File: src/rtl/eb_pkg.sv
`default_nettype none
// ============================================================================
//  Module      : eb_pkg
//  Description : Shared types and helpers for the elastic-buffer library:
//                arbiter state encoding and a grant-index width helper.
//  Revision    : 1.0 - initial release
// ============================================================================
package eb_pkg;

  // Arbiter state encoding (BURST is only reachable with EB_RR_ARB_LAST_EN)
  typedef enum logic [1:0] {
    ST_IDLE  = 2'b00,
    ST_HOLD  = 2'b01,
    ST_BURST = 2'b10
  } eb_arb_state_t;

  // Width of an index into N items; never narrower than one bit
  function automatic int eb_gw(input int n);
    return (n > 1) ? $clog2(n) : 1;
  endfunction

endpackage
`default_nettype wire

File: src/rtl/eb_rr_pick.sv
`default_nettype none
// ============================================================================
//  Module      : eb_rr_pick
//  Description : Combinational rotating-priority picker. Returns the first
//                set request scanning base, base+1, ..., N-1, 0, ..., base-1.
//                With no request set, win returns base.
//  Revision    : 1.0 - initial release
// ============================================================================
module eb_rr_pick
  import eb_pkg::*;
#(
  parameter int N  = 4,
  parameter int GW = eb_gw(N)
) (
  input  logic [N-1:0]  req,
  input  logic [GW-1:0] base,
  output logic [GW-1:0] win,
  output logic          any
);

  int   start;
  int   idx;
  logic found;

  // Scan the requests in rotated order and keep the first hit
  always_comb begin
    win   = base;
    any   = |req;
    found = 1'b0;
    idx   = 0;
    // An out-of-range base (non power-of-two N) falls back to index 0
    start = (int'(base) < N) ? int'(base) : 0;
    for (int j = 0; j < N; j++) begin
      idx = start + j;
      if (idx >= N) idx = idx - N;
      if (!found && req[idx]) begin
        found = 1'b1;
        win   = GW'(idx);
      end
    end
  end

endmodule
`default_nettype wire

File: src/rtl/eb_rr_arb.sv
`default_nettype none
// ============================================================================
//  Module      : eb_rr_arb
//  Description : N-input round-robin arbiter merging N elastic req/ack
//                streams into one. Zero-latency forward path; a stall locks
//                the current winner until it transfers; the priority pointer
//                moves past each served stream.
//                Optional macro EB_RR_ARB_LAST_EN adds t_last/i_last ports
//                and a BURST state so packets never interleave.
//  Revision    : 1.0 - initial release
// ============================================================================
module eb_rr_arb
  import eb_pkg::*;
#(
  parameter int W  = 32,
  parameter int N  = 4,
  parameter int GW = eb_gw(N)
) (
  input  logic           clk,
  input  logic           reset_n,
  input  logic [N*W-1:0] t_dat,
  input  logic [N-1:0]   t_req,
  output logic [N-1:0]   t_ack,
`ifdef EB_RR_ARB_LAST_EN
  input  logic [N-1:0]   t_last,
  output logic           i_last,
`endif
  output logic [W-1:0]   i_dat,
  output logic           i_req,
  input  logic           i_ack,
  output logic [GW-1:0]  i_gnt
);

  eb_arb_state_t state, state_nxt;
  logic [GW-1:0] ptr, ptr_nxt;
  logic [GW-1:0] gnt, gnt_nxt;

  logic [GW-1:0] win;
  logic          any;
  logic [GW-1:0] sel;
  logic          out_req;
  logic          beat_last;

  // Index following x, wrapping from N-1 back to 0
  function automatic logic [GW-1:0] ptr_inc(input logic [GW-1:0] x);
    if (int'(x) >= N - 1) return '0;
    return x + 1'b1;
  endfunction

  eb_rr_pick #(
    .N  (N),
    .GW (GW)
  ) u_pick (
    .req  (t_req),
    .base (ptr),
    .win  (win),
    .any  (any)
  );

  // Forward path: select the source, mux its data and steer the acknowledge
  always_comb begin
    sel     = (state == ST_IDLE) ? win : gnt;
    out_req = (state == ST_IDLE) ? any : t_req[gnt];
    i_dat   = '0;
    t_ack   = '0;
    for (int k = 0; k < N; k++) begin
      if (sel == GW'(k)) begin
        i_dat    = t_dat[k*W +: W];
        t_ack[k] = i_ack & out_req;
      end
    end
    i_req = out_req;
    i_gnt = sel;
  end

`ifdef EB_RR_ARB_LAST_EN
  // Packet delimiter of the selected stream
  always_comb begin
    beat_last = 1'b0;
    for (int k = 0; k < N; k++) begin
      if (sel == GW'(k)) beat_last = t_last[k];
    end
    i_last = beat_last;
  end
`else
  assign beat_last = 1'b1;
`endif

  // Next-state logic: lock on stall or open packet, advance pointer on done
  always_comb begin
    state_nxt = state;
    ptr_nxt   = ptr;
    gnt_nxt   = gnt;
    case (state)
      ST_IDLE: begin
        if (out_req) begin
          if (i_ack) begin
            if (beat_last) begin
              ptr_nxt = ptr_inc(sel);
            end else begin
              gnt_nxt   = sel;
              state_nxt = ST_BURST;
            end
          end else begin
            gnt_nxt   = sel;
            state_nxt = ST_HOLD;
          end
        end
      end
      ST_HOLD: begin
        // A dropped request here is a producer error; release without transfer
        if (!t_req[gnt]) begin
          state_nxt = ST_IDLE;
        end else if (i_ack) begin
          if (beat_last) begin
            ptr_nxt   = ptr_inc(gnt);
            state_nxt = ST_IDLE;
          end else begin
            state_nxt = ST_BURST;
          end
        end
      end
`ifdef EB_RR_ARB_LAST_EN
      ST_BURST: begin
        // Gaps between beats keep the lock; only the last beat releases it
        if (out_req && i_ack && beat_last) begin
          ptr_nxt   = ptr_inc(gnt);
          state_nxt = ST_IDLE;
        end
      end
`endif
      default: begin
        state_nxt = ST_IDLE;
      end
    endcase
  end

  // State, pointer and grant registers
  always_ff @(posedge clk or negedge reset_n) begin
    if (!reset_n) begin
      state <= ST_IDLE;
      ptr   <= '0;
      gnt   <= '0;
    end else begin
      state <= state_nxt;
      ptr   <= ptr_nxt;
      gnt   <= gnt_nxt;
    end
  end

`ifndef SYNTHESIS
  // A locked producer must hold its request until acknowledged
  hold_req_stable : assert property (
    @(posedge clk) disable iff (!reset_n)
    (state == ST_HOLD) |-> t_req[gnt]
  );
`endif

endmodule
`default_nettype wire

File: config.mk
export PLATFORM = sky130hd
export DESIGN_NAME = eb_rr_arb
export DESIGN_NICKNAME = d
export VERILOG_FILES = /design/src/rtl/eb_pkg.sv /design/src/rtl/eb_rr_pick.sv /design/src/rtl/eb_rr_arb.sv
export SDC_FILE = /design/constraint.sdc
export NUM_CORES = 1
export LEC_CHECK = 0
export ABC_AREA = 1
export BUFFER_PORTS_ARGS = -buffer_cell sky130_fd_sc_hd__buf_2
export CORE_MARGIN = 2
export CORE_UTILIZATION = 35
export CTS_BUF_LIST = sky130_fd_sc_hd__clkbuf_16
export CTS_CLUSTER_SIZE = 40
export DETAILED_ROUTE_END_ITERATION = 7
export GPL_ROUTABILITY_DRIVEN = 1
export GPL_TIMING_DRIVEN = 0
export PLACE_DENSITY = 0.83
export SLEW_MARGIN = 15
export SYNTH_ARGS = -nofsm -noshare
export SYNTH_HDL_FRONTEND = slang
export SYNTH_SLANG_ARGS = --single-unit
File: constraint.sdc
create_clock -name clk -period 4.9 [get_ports clk]
set_input_delay 1.225 -clock clk [delete_from_list [all_inputs] [get_ports clk]]
set_output_delay 1.225 -clock clk [all_outputs]
set_load 0.005 [all_outputs]
## After elaboration in Yosys (flattened, before gate mapping)

Index checks and enable logic that the tools add are counted.

| word-level totals | value |
|---|---|
| register bits | 6 |
| latch bits | 0 |
| memory bits (writable) | 0 |
| ROM bits | 0 |
| bits of input ports | 135 |
| logic and storage cells | 105 |
| memories kept | 0 |

| operators by class | value |
|---|---|
| add/subtract/negate cells | 9 |
| multiply operators | 0 |
| divide/modulo/power cells | 0 |
| $lt $le $gt $ge | 11 |
| equal/unequal tests | 10 |
| shift operators | 0 |
| muxes and demuxes | 57 |
| bitwise logic cells | 2 |
| reductions and logical operators | 13 |

Operator list:

| operator | number |
|---|---|
| 32-bit 2-to-1 mux | 8 |
| 32-bit by 4-bit < comparator with 1-bit output, second input constant | 4 |
| 32-bit by 4-bit greater-or-equal comparator with 1-bit output, second input constant | 3 |
| 32-bit by 4-bit subtractor with 32-bit output, second input constant | 3 |
| 2-bit 2-to-1 mux | 17 |
| 1-bit 2-to-1 mux | 25 |
| 1-bit binary-select mux with 2-bit select | 5 |
| 2-bit != test, second input constant | 5 |
| 2-bit case mux with 2 select lines | 2 |
| 2-bit by 2-bit adder with 3-bit output, second input constant | 2 |
| 3-bit AND reduction | 2 |
| 5-bit AND reduction | 1 |
| 2-bit by 1-bit adder with 2-bit output, second input constant | 2 |
| 2-bit by 1-bit == test with 1-bit output, second input constant | 2 |
| 2-bit == test, second input constant | 2 |
| 2-bit greater-or-equal comparator, second input constant | 2 |
| 2-bit zero test | 2 |
| 4-bit OR reduction | 1 |
| 2-bit by 3-bit subtractor with 4-bit output, second input constant | 1 |
| 2-bit by 1-bit adder with 3-bit output, second input constant | 1 |
| 2-bit by 3-bit greater-or-equal comparator with 1-bit output, second input constant | 1 |
| 1-bit logical AND | 3 |
| 1-bit zero test | 3 |
| 2-bit by 3-bit < comparator with 1-bit output, second input constant | 1 |
| 4 further kinds | 4 |

## Longest topological paths before layout

| logic depth | value |
|---|---|
| depth in word-level cells | 25 |
| gate-level depth with buffers | 20 |
| gate-level depth less buffers | 19 |

## Cells and area by module

From an unflattened synthesis, not the netlist that was laid out.

| unflattened totals | value |
|---|---|
| cells, all modules | 375 |
| area, all modules | 1804.2 µm² |

By module, submodules not included:

| module | times used | cells each | area each (µm²) |
|---|---|---|---|
| eb_rr_arb | 1 | 313 | 1511.4 |
| eb_rr_pick | 1 | 62 | 292.8 |

## Worst setup path after synthesis

OpenSTA, ideal clock, no wires.

| timing | value |
|---|---|
| path type | input port to output port |
| start point | in t_req[2] |
| end point | out i_dat[0] |
| arrival | 3116 ps |
| slack | 559 ps |
| stages on the path | 17 |
| cell sequence | inv_1 -> nand2_2 -> nand2_4 -> nand2_1 -> nand2_1 -> and2_4 -> nand2_2 -> nand3_1 -> nand3_2 -> nand2_2 -> inv_2 -> ha_1 -> clkbuf_1 -> nor2_1 -> buf_2 -> a221oi_1 -> o31ai_1 |

| on the way | value |
|---|---|
| longest elaborated chain between the ends | 19 |

Ends and longest elaborated chain:

| item | line | text |
|---|---|---|
| from (decl) | eb_rr_arb.sv:22 | `input logic [N-1:0] t_req,` |
| 1-bit binary-select mux with 2-bit select | eb_rr_pick.sv:36 | `if (!found && req[idx]) begin` |
| 1-bit 2-to-1 mux (implied by the code) (2 in a row) | eb_rr_pick.sv:36 |  |
| 1-bit 2-to-1 mux | eb_rr_pick.sv:36 |  |
| 1-bit zero test | eb_rr_pick.sv:36 |  |
| 1-bit logical AND | eb_rr_pick.sv:36 |  |
| 1-bit 2-to-1 mux | eb_rr_pick.sv:36 |  |
| 1-bit zero test | eb_rr_pick.sv:36 |  |
| 1-bit logical AND | eb_rr_pick.sv:36 |  |
| 1-bit 2-to-1 mux | eb_rr_pick.sv:36 |  |
| 1-bit zero test | eb_rr_pick.sv:36 |  |
| 1-bit logical AND | eb_rr_pick.sv:36 |  |
| 2-bit 2-to-1 mux * | eb_rr_pick.sv:36 |  |
| 2-bit 2-to-1 mux * | eb_rr_arb.sv:62 | `sel = (state == ST_IDLE) ? win : gnt;` |
| named net i_gnt[0] | eb_rr_arb.sv:31 | `output logic [GW-1:0] i_gnt` |
| 2-bit zero test | eb_rr_arb.sv:67 | `if (sel == GW'(k)) begin` |
| 32-bit 2-to-1 mux (3 in a row) | eb_rr_arb.sv:67 |  |
| 32-bit 2-to-1 mux * | eb_rr_arb.sv:67 |  |
| to (decl) | eb_rr_arb.sv:28 | `output logic [W-1:0] i_dat,` |

Mark *: on every way through the listed nets, which the timed path passes. The rest lies on a longest branch. The select of a mux whose other input is x is not followed.

## Worst setup path after layout

| timing | value |
|---|---|
| start point | in t_req[2] |
| end point | out i_dat[1] |

| on the way | value |
|---|---|
| longest elaborated chain between the ends | 19 |

Ends and longest elaborated chain:

| item | line |
|---|---|
| 1-bit binary-select mux with 2-bit select | eb_rr_pick.sv:36 |
| 1-bit 2-to-1 mux (implied by the code) (2 in a row) | eb_rr_pick.sv:36 |
| 1-bit 2-to-1 mux | eb_rr_pick.sv:36 |
| 1-bit zero test | eb_rr_pick.sv:36 |
| 1-bit logical AND | eb_rr_pick.sv:36 |
| 1-bit 2-to-1 mux | eb_rr_pick.sv:36 |
| 1-bit zero test | eb_rr_pick.sv:36 |
| 1-bit logical AND | eb_rr_pick.sv:36 |
| 1-bit 2-to-1 mux | eb_rr_pick.sv:36 |
| 1-bit zero test | eb_rr_pick.sv:36 |
| 1-bit logical AND | eb_rr_pick.sv:36 |
| 2-bit 2-to-1 mux * | eb_rr_pick.sv:36 |
| 2-bit 2-to-1 mux * | eb_rr_arb.sv:62 |
| 2-bit zero test | eb_rr_arb.sv:67 |
| 32-bit 2-to-1 mux (3 in a row) | eb_rr_arb.sv:67 |
| 32-bit 2-to-1 mux * | eb_rr_arb.sv:67 |

Mark *: on every way between the ends. The rest lies on a longest branch, timed or not. The select of a mux whose other input is x is not followed.

==> results.env <==
WL_PER_CELL_UM=13.3
LEAKAGE_nW=1.46
MAPPEDNETLISTAREA_UM2=1530
IO_PINS=174
CLK_PIN_SLEW_NS=0.03
WORSTREG2REGEND='ptr[1]'
RSZ0062_AT_GRT='no'
CRITICAL_PATH_DESTINATION='i_dat[1]'
REPORT.FINAL.SETUP_VIOL=0
TIMING.CRITICAL_PATH.FROM='t_req[2]'
R2R_SETUP_SLACK_NS=2.81
FIRST_PASS_ITERS=4
WIRE_LENGTH_OF_THE_FIRST_GLOBAL_ROUTING_PASS_UM=10500
INITIAL_ANTENNA_VIOLATION_COUNT=0
BUFFER_PORTS.INSERTED=173
CRITPATHLAUNCHTYPE='input pin'
PRECTSSETUPSLACK_NS=-0.134
DIE_HEIGHT_UM=70.2
MIN-DELAY-PATH-CLASS='flip-flop to flip-flop'
GR-MAX-USAGE-LAYER='met2'
MAX_CAP_VIOLATIONS=0
CRITPATHKIND='input pin to output port'
PLACEMENTROWS=24
REG2REGPATHDEPTH=15
ROUTED_VIA_DENSITY=5.22
FIN_SETUP_TNS_NS=0
VDD_DROP_MAX_mV=0.482
TIMING_MAX_TRANSITION_VIOLATIONS_FINAL=0
DOMINANTREGCELLSYNTH='dfrtp_1'
FLOW.AREA_GROWTH_FROM_SYNTHESIS_PCT=68.4
POSTSYNTH.ASYNCRESETSHARE_PCT=100
CLOCK_SINKS=5
CLOCK_TREE.HTREE_LEVEL_COUNT=1
CTS-ROOT-BUF='clkbuf_16'
DIEAREA_UM2=4930
LAYOUT.NETS=585
SYNTH_SEQ_AREA_SHARE_PCT=8.16
SYNTH-SEQ-CELLS=5
SLEW-LIMIT-HEADROOM_PCT=72.5
NUMBER_OF_FLOPS_MAPPED_TO_ENABLE_CELLS_BY_YOSYS=0
SYNTH_TOP_CELLS_BY_COUNT='82 x nand2_1, 41 x nor2_1, 32 x a221oi_1, 32 x o31ai_1, 18 x clkbuf_1'
YOSYS_WARN_COUNT=0
STATUS='completed'
GRT_MAX_DEGREE=11
SYNTHTOPCELLSBYAREA='nand2_1 20%, a221oi_1 18%, o31ai_1 16%'
GRT_USAGE_PCT=24.9
SYNTH_TOP_CELL_BY_AREA='nand2_1'
SYN-NUM-NETS=408
NFILLCELLS=419
WORST_ENDPOINT_REQUIRED_TIME_NS=3.67
GROUTE.LAYER.MET2.USAGE_PCT=45.7
FINAL_LAYOUT_SIZE_SUFFIX_GT1_SHARE_PCT=49.3
POST-SYNTH-TOP-COUNT-CELL='nand2_1'
FLOORPLAN.DIE.WIDTH_UM=70.2
CRITICAL_PATH.ENDPOINT_TYPE='output port'
FINAL_HOLD_VIOL_COUNT=0
CLK-INSERTION-DELAY-LATE_NS=0.22
INITIAL_UTILIZATION_PCT=35.7
TRITONCTS='yes'
POWERDENSITY_nW_PER_UM2=863
ROUTED_WL_UM=6590
M1_GR_USAGE_PCT=31.0
CRITICAL_PATH_PEAK_FANOUT=10
ANTENNA_LEFT=0
GLOBALROUTEOVERFLOWTOTAL=0
GRTUSAGEMET3_PCT=2.31
POST_SYNTH_INST_COUNT=268
PLACE_CONGESTION=0.859
POSTCTSSETUPBUFFERS=0
POST_SYNTH_NUM_CELL_TYPES=25
PLACEABLE_CORE_AREA_UM2=4290
PEAK_FREQ_MHz=213
SKEW_NS=0.00158
TIMING.FINAL.WS_SETUP_NS=0.204
FIN_CRIT_NS=4.70
CTS_MADE_BUFFERS=3
TIMING.FINAL.CRIT_SHARE_PCT=95.8
WORSTMARGINPINSLEW_NS=0.412
REGTOREGSTARTPOINT='ptr[1]'
WORST_EP_ARRIVAL_TIME_NS=3.47
DRC=0
HPWLAFTERDP_UM=5310
FIRST_GLOBAL_VIAS=2412
DIODES=0
SYNTH.TOP_CELL.AREA_SHARE_PCT=20.1
CLOCK_PATH_BUFFERS=2
DETAIL_ROUTE.ITER0.VIOLATIONS=191
POSTSYNTHAREAPERCELL_UM2=5.72
NUM_VIAS=2587
==> worst min-delay path by stage <==
| stage | start | to | depth (start not counted) |
|---|---|---|---|
| after CTS | gnt[1] | gnt[1] | 2 |
| after detailed placement | gnt[1] | gnt[1] | 2 |
| final | gnt[1] | gnt[1] | 2 |
| after global placement | gnt[1] | gnt[1] | 2 |
| after floorplan | gnt[1] | gnt[1] | 2 |
| after global routing | gnt[1] | gnt[1] | 2 |
==> layout by cell type, fill, tap and decap left out <==
cell	netlist	layout
nand2_1	82	82
nor2_4	0	1
a221oi_1	32	32
a31oi_2	1	1
mux2i_1	1	1
o31ai_2	0	1
nor2_1	41	40
inv_1	9	10
clkbuf_1	18	3
nor3_2	1	1
inv_2	10	10
ha_1	5	4
buf_4	0	2
or2_1	1	1
o31ai_1	32	31
nand4_1	1	1
and2_4	1	1
ha_2	0	1
dfrtp_1	5	5
clkbuf_2	0	9
buf_2	3	178
a21oi_1	2	2
clkbuf_16	0	3
nand2_4	1	1
nand2_2	6	6
nand3_2	1	1
buf_6	1	2
o21ai_1	3	3
a21oi_2	1	1
nand3_1	9	9
o211ai_1	1	1
==> cell families after synthesis <==
kind of cell,Yosys count,synth area share [%]
compound gates,72,37.4
fa+ha+maj,5,4.08
buf+inv,41,10.8
flops,5,8.16
mux,1,0.653
simple gates,144,38.9
==> registers in the layout, summed over array words and instances, names as in the netlist <==
| register | cells |
|---|---|
| gnt | 2 |
| ptr | 2 |
| state | 1 |
==> repair_timing <==
item                       4_1_cts  5_1_grt
pin swaps                        0        2
gates cloned                     0        0
hold buffers                     0        0
gates resized for setup          8       30
setup endpoints to repair       31       31
==> routing by layer <==
metal  part of all wire (%)  vias to the layer above
li1                       -                     1306
met1                     41                     1138
met2                     50                      135
met3                    8.3                        8
met4                    1.2                        0
met5                      0                        -
==> per-stage QoR <==
stage          cells  hold slack, ns  util (%)  instance area (um2)  power, mW
5_1_grt          496           0.585      60.2                 2580       2.47
2_1_floorplan    268           0.494         -                 1530       1.31
4_1_cts          497           0.548      59.6                 2560       2.20
3_5_place_dp     493           0.541      57.4                 2460       2.03
6_report         496           0.549      60.2                 2580       2.23
3_3_place_gp     493           0.542      57.4                 2460       2.00
==> cell type report <==
class	instances	area, um2	area share (%)
repair buffers	173	866	33.5
well taps	52	65.1	2.52
inverters	19	71.3	2.76
multi-input cells	222	1260	48.7
clock buffers	3	75.1	2.91
flip-flops and latches	5	125	4.84
clock inverters	1	3.75	0.145
plain buffers	21	119	4.60
==> power by group <==
part / leakage [nW] / switching [mW] / internal [mW]
combinational: 1.35 / 1.13 / 0.877
clock: 0.0423 / 0.0251 / 0.106
sequential: 0.0607 / 0.0314 / 0.0596
==> worst max-delay path: stages <==
cell      delay, ns
buf_2          0.12
inv_1          0.11
nand2_2        0.07
nand2_4        0.07
nand2_1        0.05
nand2_1        0.07
and2_4         0.14
nand2_2        0.06
nand3_1        0.08
nand3_2        0.12
nand2_2        0.11
inv_2          0.05
ha_1           0.21
clkbuf_2       0.22
clkbuf_1       0.26
o31ai_1        0.34
buf_2          0.17
Note: power is estimated with default switching activity, not from simulation.
